==> config.mk <==
export PLATFORM = sky130hd
export DESIGN_NAME = hvsp_frame_engine
export DESIGN_NICKNAME = d
export VERILOG_FILES = /design/src/rtl/hvsp_frame_engine_pkg.sv /design/src/rtl/hvsp_cmd_fifo.sv /design/src/rtl/hvsp_frame_engine.sv
export SDC_FILE = /design/constraint.sdc
export NUM_CORES = 1
export LEC_CHECK = 0
export BUFFER_PORTS_ARGS = -buffer_cell sky130_fd_sc_hd__buf_2
export CORE_MARGIN = 2
export CORE_UTILIZATION = 60
export CTS_BUF_LIST = sky130_fd_sc_hd__clkbuf_2
export CTS_CLUSTER_DIAMETER = 60
export DETAILED_ROUTE_END_ITERATION = 8
export MAX_ROUTING_LAYER = met4
export PLACE_DENSITY = 0.79
export SYNTH_ARGS = -nofsm -noshare
export SYNTH_HDL_FRONTEND = slang
export SYNTH_SLANG_ARGS = --single-unit
export TNS_END_PERCENT = 5
==> constraint.sdc <==
create_clock -name osc -period 3.55 [get_ports osc]
set_input_delay 0 -clock osc [delete_from_list [all_inputs] [get_ports osc]]
set_output_delay 0 -clock osc [all_outputs]
set_load 0.05 [all_outputs]
==> src/rtl/hvsp_frame_engine_pkg.sv <==
// Shared definitions for the HVSP frame engine: FSM state encodings,
// default timing constants and the native HVSP frame width.
package hvsp_frame_engine_pkg;

  typedef enum logic [2:0] {
    ST_IDLE   = 3'd0,
    ST_SETUP  = 3'd1,
    ST_HIGH   = 3'd2,
    ST_LOW    = 3'd3,
    ST_POLL   = 3'd4,
    ST_FINISH = 3'd5
  } state_t;

  localparam int HVSP_FRAME_BITS  = 11;
  localparam int DEF_LANES        = 2;
  localparam int DEF_T_SETUP      = 3;
  localparam int DEF_T_HI_PRE     = 3;
  localparam int DEF_T_HI_POST    = 3;
  localparam int DEF_T_LOW        = 4;
  localparam int DEF_POLL_TIMEOUT = 12000;
  localparam int DEF_CNT_W        = 16;

endpackage

==> src/rtl/hvsp_cmd_fifo.sv <==
// Two-entry command queue holding {poll flag, lane data}; flush empties it
// in one cycle and overrides any simultaneous push or pop.
module hvsp_cmd_fifo
  import hvsp_frame_engine_pkg::*;
#(
  parameter int W = HVSP_FRAME_BITS * DEF_LANES + 1
) (
  input  logic         osc,
  input  logic         rst_n,
  input  logic         push,
  input  logic         pop,
  input  logic         flush,
  input  logic [W-1:0] din,
  output logic [W-1:0] dout,
  output logic [1:0]   count,
  output logic         full,
  output logic         empty
);

  logic [W-1:0] mem [2];
  logic         wr_ptr;
  logic         rd_ptr;
  logic         do_push;
  logic         do_pop;

  assign full    = (count == 2'd2);
  assign empty   = (count == 2'd0);
  assign do_push = push && !full;
  assign do_pop  = pop && !empty;
  assign dout    = mem[rd_ptr];

  always_ff @(posedge osc or negedge rst_n) begin
    if (!rst_n) begin
      wr_ptr <= 1'b0;
      rd_ptr <= 1'b0;
      count  <= 2'd0;
      mem[0] <= '0;
      mem[1] <= '0;
    end else if (flush) begin
      wr_ptr <= 1'b0;
      rd_ptr <= 1'b0;
      count  <= 2'd0;
    end else begin
      if (do_push) begin
        mem[wr_ptr] <= din;
        wr_ptr      <= ~wr_ptr;
      end
      if (do_pop) rd_ptr <= ~rd_ptr;
      case ({do_push, do_pop})
        2'b10:   count <= count + 2'd1;
        2'b01:   count <= count - 2'd1;
        default: count <= count;
      endcase
    end
  end

endmodule

==> src/rtl/hvsp_frame_engine.sv <==
// HVSP serial frame engine: shifts queued multi-lane frames out MSB first
// under a generated SCI clock, captures SDO and optionally polls for ready.
module hvsp_frame_engine
  import hvsp_frame_engine_pkg::*;
#(
  parameter int FRAME_BITS   = HVSP_FRAME_BITS,
  parameter int LANES        = DEF_LANES,
  parameter int T_SETUP      = DEF_T_SETUP,
  parameter int T_HI_PRE     = DEF_T_HI_PRE,
  parameter int T_HI_POST    = DEF_T_HI_POST,
  parameter int T_LOW        = DEF_T_LOW,
  parameter int POLL_TIMEOUT = DEF_POLL_TIMEOUT,
  parameter int CNT_W        = DEF_CNT_W
) (
  input  logic                        osc,
  input  logic                        rst_n,
  input  logic                        cmd_valid,
  output logic                        cmd_ready,
  input  logic [LANES*FRAME_BITS-1:0] cmd_data,
  input  logic                        cmd_poll,
  input  logic                        abort,
  input  logic                        sci_manual,
  output logic                        busy,
  output logic                        rx_valid,
  output logic [FRAME_BITS-1:0]       rx_data,
  output logic                        rx_timeout,
  output logic                        sci,
  output logic [LANES-1:0]            sd_out,
  input  logic                        sdo_in
);

  localparam int DATA_W = LANES * FRAME_BITS;
  localparam int IDX_W  = (FRAME_BITS > 1) ? $clog2(FRAME_BITS) : 1;
  localparam logic [IDX_W-1:0] LAST_IDX = IDX_W'(FRAME_BITS - 1);

  state_t                  state;
  logic [CNT_W-1:0]        dly_cnt;
  logic [CNT_W-1:0]        poll_cnt;
  logic [IDX_W-1:0]        bit_idx;
  logic [IDX_W-1:0]        cur_pos;
  logic [DATA_W-1:0]       frame;
  logic                    poll_flag;
  logic [FRAME_BITS-1:0]   rx_shift;
  logic                    sdo_meta;
  logic                    sdo_s;
  logic [DATA_W-1:0]       fifo_data;
  logic                    fifo_poll;
  logic [1:0]              fifo_count;
  logic                    fifo_full;
  logic                    fifo_empty;
  logic                    push;
  logic                    pop;

  // Bit position (MSB first) of each lane for a given frame index
  function automatic logic [LANES-1:0] lane_bits(input logic [DATA_W-1:0] d,
                                                 input logic [IDX_W-1:0] pos);
    logic [FRAME_BITS-1:0] w;
    lane_bits = '0;
    for (int k = 0; k < LANES; k++) begin
      w            = d[k*FRAME_BITS +: FRAME_BITS];
      lane_bits[k] = w[pos];
    end
  endfunction

  assign cmd_ready = !fifo_full && !abort;
  assign push      = cmd_valid && cmd_ready;
  assign pop       = (state == ST_IDLE) && !fifo_empty && !abort;
  assign busy      = (state != ST_IDLE) || (fifo_count != 2'd0);
  assign cur_pos   = LAST_IDX - bit_idx;

  hvsp_cmd_fifo #(.W(DATA_W + 1)) u_fifo (
    .osc   (osc),
    .rst_n (rst_n),
    .push  (push),
    .pop   (pop),
    .flush (abort),
    .din   ({cmd_poll, cmd_data}),
    .dout  ({fifo_poll, fifo_data}),
    .count (fifo_count),
    .full  (fifo_full),
    .empty (fifo_empty)
  );

  always_ff @(posedge osc or negedge rst_n) begin
    if (!rst_n) begin
      sdo_meta <= 1'b0;
      sdo_s    <= 1'b0;
    end else begin
      sdo_meta <= sdo_in;
      sdo_s    <= sdo_meta;
    end
  end

  always_ff @(posedge osc or negedge rst_n) begin
    if (!rst_n) begin
      state      <= ST_IDLE;
      dly_cnt    <= '0;
      poll_cnt   <= '0;
      bit_idx    <= '0;
      frame      <= '0;
      poll_flag  <= 1'b0;
      rx_shift   <= '0;
      rx_valid   <= 1'b0;
      rx_data    <= '0;
      rx_timeout <= 1'b0;
      sci        <= 1'b0;
      sd_out     <= '0;
    end else begin
      rx_valid <= 1'b0;
      if (abort) begin
        state  <= ST_IDLE;
        sci    <= 1'b0;
        sd_out <= '0;
      end else begin
        case (state)
          ST_IDLE: begin
            sci    <= sci_manual;
            sd_out <= '0;
            if (!fifo_empty) begin
              frame     <= fifo_data;
              poll_flag <= fifo_poll;
              bit_idx   <= '0;
              dly_cnt   <= CNT_W'(T_SETUP - 1);
              sd_out    <= lane_bits(fifo_data, LAST_IDX);
              sci       <= 1'b0;
              state     <= ST_SETUP;
            end
          end
          ST_SETUP: begin
            if (dly_cnt == '0) begin
              sci     <= 1'b1;
              dly_cnt <= CNT_W'(T_HI_PRE + T_HI_POST - 1);
              state   <= ST_HIGH;
            end else begin
              dly_cnt <= dly_cnt - 1'b1;
            end
          end
          // SDO is sampled in the last cycle before the post-sample hold
          ST_HIGH: begin
            if (dly_cnt == CNT_W'(T_HI_POST)) rx_shift[cur_pos] <= sdo_s;
            if (dly_cnt == '0) begin
              sci     <= 1'b0;
              dly_cnt <= CNT_W'(T_LOW - 1);
              state   <= ST_LOW;
            end else begin
              dly_cnt <= dly_cnt - 1'b1;
            end
          end
          ST_LOW: begin
            if (dly_cnt != '0) begin
              dly_cnt <= dly_cnt - 1'b1;
            end else if (bit_idx == LAST_IDX) begin
              if (poll_flag) begin
                poll_cnt <= '0;
                state    <= ST_POLL;
              end else begin
                rx_valid   <= 1'b1;
                rx_data    <= rx_shift;
                rx_timeout <= 1'b0;
                state      <= ST_FINISH;
              end
            end else begin
              bit_idx <= bit_idx + 1'b1;
              sd_out  <= lane_bits(frame, cur_pos - 1'b1);
              dly_cnt <= CNT_W'(T_SETUP - 1);
              state   <= ST_SETUP;
            end
          end
          ST_POLL: begin
            if (sdo_s) begin
              rx_valid   <= 1'b1;
              rx_data    <= rx_shift;
              rx_timeout <= 1'b0;
              state      <= ST_FINISH;
            end else if (poll_cnt == CNT_W'(POLL_TIMEOUT - 1)) begin
              rx_valid   <= 1'b1;
              rx_data    <= rx_shift;
              rx_timeout <= 1'b1;
              state      <= ST_FINISH;
            end else begin
              poll_cnt <= poll_cnt + 1'b1;
            end
          end
          ST_FINISH: state <= ST_IDLE;
          default:   state <= ST_IDLE;
        endcase
      end
    end
  end

endmodule

## Word-level counts from Yosys, hierarchy flattened

Index checks and enable logic that the tools add are counted.

| cells by class | value |
|---|---|
| muxes and demuxes | 74 |
| equal/unequal tests | 26 |
| magnitude comparators | 6 |
| reduce and logical (&&, ||, !) cells | 36 |
| add/sub/neg operators | 7 |
| bitwise gates (word level) | 6 |

Operators by type and width:

| kind | count |
|---|---|
| 16-bit 2-to-1 mux | 10 |
| 23-bit 2-to-1 mux | 4 |
| 16-bit one-hot mux with 4 select lines | 1 |
| 11-bit 2-to-1 mux | 5 |
| 46-bit bitwise mux | 1 |
| 16-bit one-hot mux with 2 select lines | 1 |
| 3-bit 2-to-1 mux | 8 |
| 23-bit demux with 1-bit select | 1 |
| 1-bit 2-to-1 mux | 23 |
| 11-bit one-hot mux with 2 select lines | 1 |
| 3-bit != test (second input constant) | 7 |
| 16-bit by 1-bit adder with 16-bit output (second input constant) | 1 |
| 16-bit by 14-bit == test with 1-bit output (second input constant) | 1 |
| 16-bit by 2-bit == test with 1-bit output (second input constant) | 1 |
| 16-bit logical NOT | 1 |
| 2-bit != test (second input constant) | 8 |
| 16-bit nonzero test | 1 |
| 16-bit by 1-bit subtractor with 16-bit output (second input constant) | 1 |
| 3-bit one-hot mux with 5 select lines | 1 |
| 4-bit 2-to-1 mux | 3 |
| 3-bit AND reduction | 4 |
| 11-bit bitwise mux | 1 |
| 4-bit by 5-bit < comparator with 1-bit output (second input constant) | 2 |
| 2-bit 2-to-1 mux | 5 |
| 36 further kinds | 63 |

| storage, ports and cells | value |
|---|---|
| bits of input ports | 29 |
| logic and storage cells | 174 |
| bits in registers | 141 |
| output and inout port bits | 18 |

## Depth between registers and ports, before layout

| logic depth | value |
|---|---|
| depth after elaboration | 8 |
| depth in mapped cells | 11 |
| gate-level depth less buffers | 7 |

## Cells and area by module

Synthesis repeated with hierarchy kept, for this count alone.

| unflattened totals | value |
|---|---|
| cell total of the unflattened synthesis | 591 |
| area, all modules | 7084.3 sq um |

By module, submodules not included:

| module | instances | sequential area each (sq um) | cells an instance | area an instance (sq um) |
|---|---|---|---|---|
| hvsp_frame_engine | 1 | 2277.2 | 444 | 4805.9 |
| hvsp_cmd_fifo | 1 | 1251.2 | 147 | 2278.4 |

## Worst setup path after synthesis

No wires, ideal clock.

| timing | value |
|---|---|
| path kind | register to register |
| from | register bit_idx[0] |
| to | register rx_data[0] |
| cell stages (with the launch flop) | 11 |
| slack | 727 ps |
| path buffers | 3 |
| arrival time | 2695 ps |
| period minus slack after synthesis | 2823 ps |
| data required time | 3422 ps |
| setup time | 128 ps |
| cells stage by stage | dfrtp_1 > clkbuf_1 > inv_1 > clkbuf_1 > ha_1 > and3b_1 > nand2_1 > or3_1 > a21oi_2 > buf_4 > mux2_1 |

| between the ends | value |
|---|---|
| cells in the longest elaborated chain, start to end | 3 |

Ends and longest elaborated chain:

| item | line | source |
|---|---|---|
| from (decl) | hvsp_frame_engine.sv:39 | `logic [IDX_W-1:0] bit_idx;` |
| from (signal assigned) | hvsp_frame_engine.sv:163 | `bit_idx <= bit_idx + 1'b1;` |
| 4-bit == test | hvsp_frame_engine.sv:152 | `end else if (bit_idx == LAST_IDX) begin` |
| 2-bit != test (no source line) | n/a |  |
| 6-bit AND reduction (no source line) | n/a |  |
| to (signal assigned) | hvsp_frame_engine.sv:158 | `rx_data <= rx_shift;` |
| to (signal assigned) | hvsp_frame_engine.sv:172 | `rx_data <= rx_shift;` |
| to (signal assigned) | hvsp_frame_engine.sv:177 | `rx_data <= rx_shift;` |
| to (decl) | hvsp_frame_engine.sv:25 | `output logic [FRAME_BITS-1:0] rx_data,` |

No other way between the ends.
A chain may end at the register's enable or synchronous reset.

## Worst setup path after layout

| timing | value |
|---|---|
| from | register bit_idx[0] |
| to | register rx_data[2] |

The elaborated chain is that of the path after synthesis.

==> flow_summary.ini <==
[outcome]
status = complete, no violations

[timing]
setup-violations-final = 0
tns_ps = 0
hold_slack_ps = 45.5
period_needed_ps = 2900
slew_headroom_pct = 32.2
worstMarginPinSlew_ps = 1010
min_period_over_period_pct = 81.6
grt_setup_unrepaired = no
final_hold_viol_count = 0
clock_skew_ps = 35.2
fmax_mhz = 345
drv_slew = 0

[power_and_ir_drop]
power_switching_uw = 1650
p_comb_share_pct = 30.0
swShare_pct = 36.0
power_density_nw_per_um2 = 562
clockPowerShare_pct = 20.2
ir_drop_v = 0.000485
power_frac_seq_pct = 49.8
internal_power_uw = 2930
p_leak_uw = 0.00361

[yosys]
synth.distinct_cells = 66
synth_xor_area_share_pct = 1.91
synth_area_leader_cell = dfrtp_1
synthFlopType = dfrtp_1
synthSimpleGateAreaFrac_pct = 13.9
yosys-top-cells-count = dfrtp_1 (141), nor2_1 (61), mux2_2 (49)
synth_fa_ha_area_share_pct = 1.79
synth_cells = 637
synth_edf_count = 0
ys_seq_area_share_pct = 50.4
synth_compound_area_share_pct = 13.2
synth.mux.area_fraction_pct = 16.1
netlist.area_leader.share_pct = 50.4
avgSynthCellArea_um2 = 11.0
yosysWarnings = 0
yosysMostFrequentCell = dfrtp_1
ys_seq_elements = 141
synth_area_um2 = 7000
synth_top_family_by_area = multiplexers
syn_nets = 676
async_flop_share_pct = 100
synth_area_leaders = dfrtp_1 (50%), mux2_2 (7.9%), mux2i_1 (4.7%), nor2_1 (3.3%), a21oi_1 (3.1%)

[floorplan]
die_x_um = 112
die_y_um = 112
io_pins = 47
start_util_pct = 61.3
rows = 39
die_area_um2 = 12500
core_um2 = 11400

[place]
dp_hpwl_um = 10100
port-buffer-count = 46
dp.cells = 804
routabilityCongestion = 0.896

[global_routing]
grt_max_degree = 80
grt_pass1_vias = 5471
antenna_found_initial = 0
groute.usage.overall_pct = 27.2
grt_pass1_wl_um = 26600
grt_overflow = 0

[drt]
drcViolationCount = 0
wirelength_um = 15600
num_vias = 5443
drt_iter0_markers = 426
wire_per_inst_um = 17.5
antenna_left = 0
drt_pre_antenna_iters = 6
vias_per_cell = 6.12

[critical_path]
cp_max_fo = 14
cp-end-kind = flop
crit_required_ps = 4180
critPathLaunchType = flop
crit_type = reg -> reg
cp.arrival_ps = 3520

[run]
maxCapViolations = 0

[cells_and_area]
nets = 772
post-route-util_pct = 71.4
n_antenna_cell = 0
final_cells = 889
synthToLayoutAreaGrowth_pct = 16.5
drive_gt1_share_pct = 22.3

[clock_network]
tritoncts = built
clock-sinks = 141
clk_pin_slew_ps = 190
post_cts_buffers = 0
htreeDepth = 4
cts_buffers = 17
cts.repair.resized = 0
cts-root-buf = clkbuf_2
holdBufCountCts = 53
clkLatencyLatePin_ps = 750
clock_path_buffers = 2

[hold_path]
hold_path.class = in -> reg
-- final cells by class --
class | instances | area (µm²)
inverters | 13 | 48.8
flip-flops and latches | 141 | 3530
multi-input cells | 449 | 3290
clock inverters | 14 | 143
repair buffers | 111 | 875
well taps | 143 | 179
fillers | 839 | 3260
clock buffers | 18 | 90.1
-- cell families after synthesis --
family / Yosys count
buffers and inverters: 47
muxes: 101
DFF: 141
adders and majority gates: 10
and+or+nand+nor: 185
AOI/OAI and AO/OA: 141
xor gates and xnor gates: 12
-- critical path: stages (launching register included) --
cell	delay [ps]
dfrtp_1	550
inv_1	360
ha_1	390
and3b_1	270
nand2_1	130
or3_1	390
a21oi_2	140
buf_4	220
mux2_2	360
-- stage by stage --
step                instance area, µm²  setup slack (ps)  power (µW)
global route                      8160               434        4860
finish                            8160               655        4590
floorplan                         7000               727        3240
CTS                               8160               693        4590
global placement                  7370               854        3550
detailed placement                7370               733        3620
-- final timing paths --
| path | end | slack (ps) | cells after the start | start |
|---|---|---|---|---|
| worst min register to register | sdo_s$_DFF_PN0_ | 420 | 0 | sdo_meta$_DFF_PN0_ |
| worst max-delay path | rx_data[2]$_DFFE_PN0P_ | 650 | 8 | bit_idx[0]$_DFFE_PN0P_ |
| max in group asynchronous | rx_data[1]$_DFFE_PN0P_ | 2820 | 4 | rst_n |
| worst max register to register | rx_data[2]$_DFFE_PN0P_ | 650 | 8 | bit_idx[0]$_DFFE_PN0P_ |
| min in group asynchronous | dly_cnt[10]$_DFFE_PN0P_ | 350 | 4 | rst_n |
| worst min-delay path | u_fifo.mem[26]$_DFFE_PN0P_ | 50 | 3 | cmd_data[3] |
-- registers in the layout (all words and copies together), names as in the netlist, 2 cells and up --
signal	count
u_fifo.mem	46
frame	22
dly_cnt	16
poll_cnt	16
rx_data	11
rx_shift	11
bit_idx	4
state	3
sd_out	2
u_fifo.count	2
-- layer usage --
metal | GRT usage [%] | wire (µm)
met1 | 32.8 | 6560
met2 | 44.8 | 7860
met3 | 5.94 | 657
met4 | 11.6 | 510
met5 | - | 0
-- placed cells by master (no fill, tap or decap), drive strengths merged, types with 5 or more instances in the layout --
master       netlist  final
dfrtp            141    141
mux2              68     68
nor2              61     61
buf                8     59
dlygate4sd3        0     52
a21oi             45     45
mux2i             33     33
nand2             29     29
o21ai             24     24
nand3             21     21
o31ai             19     19
clkbuf            26     18
inv               13     16
a31oi             10     10
ha                10     10
or4               10     10
or3               10     10
nor3               9      9
o211ai             9      9
nor4               8      8
xor2               7      7
nand4              6      6
o2111ai            5      5
clkinv             0      5
-- power groups by stage --
| stage | Sequential [µW] | Clock (µW) | Combinational (µW) |
|---|---|---|---|
| finish | 2280 | 925 | 1380 |
| CTS | 2270 | 942 | 1380 |
| global placement | 2280 | 0 | 1270 |
| floorplan | 2220 | 0 | 1020 |
| global route | 2340 | 1010 | 1510 |
| detailed placement | 2310 | 0 | 1320 |
(Power assumes the default switching activity.)
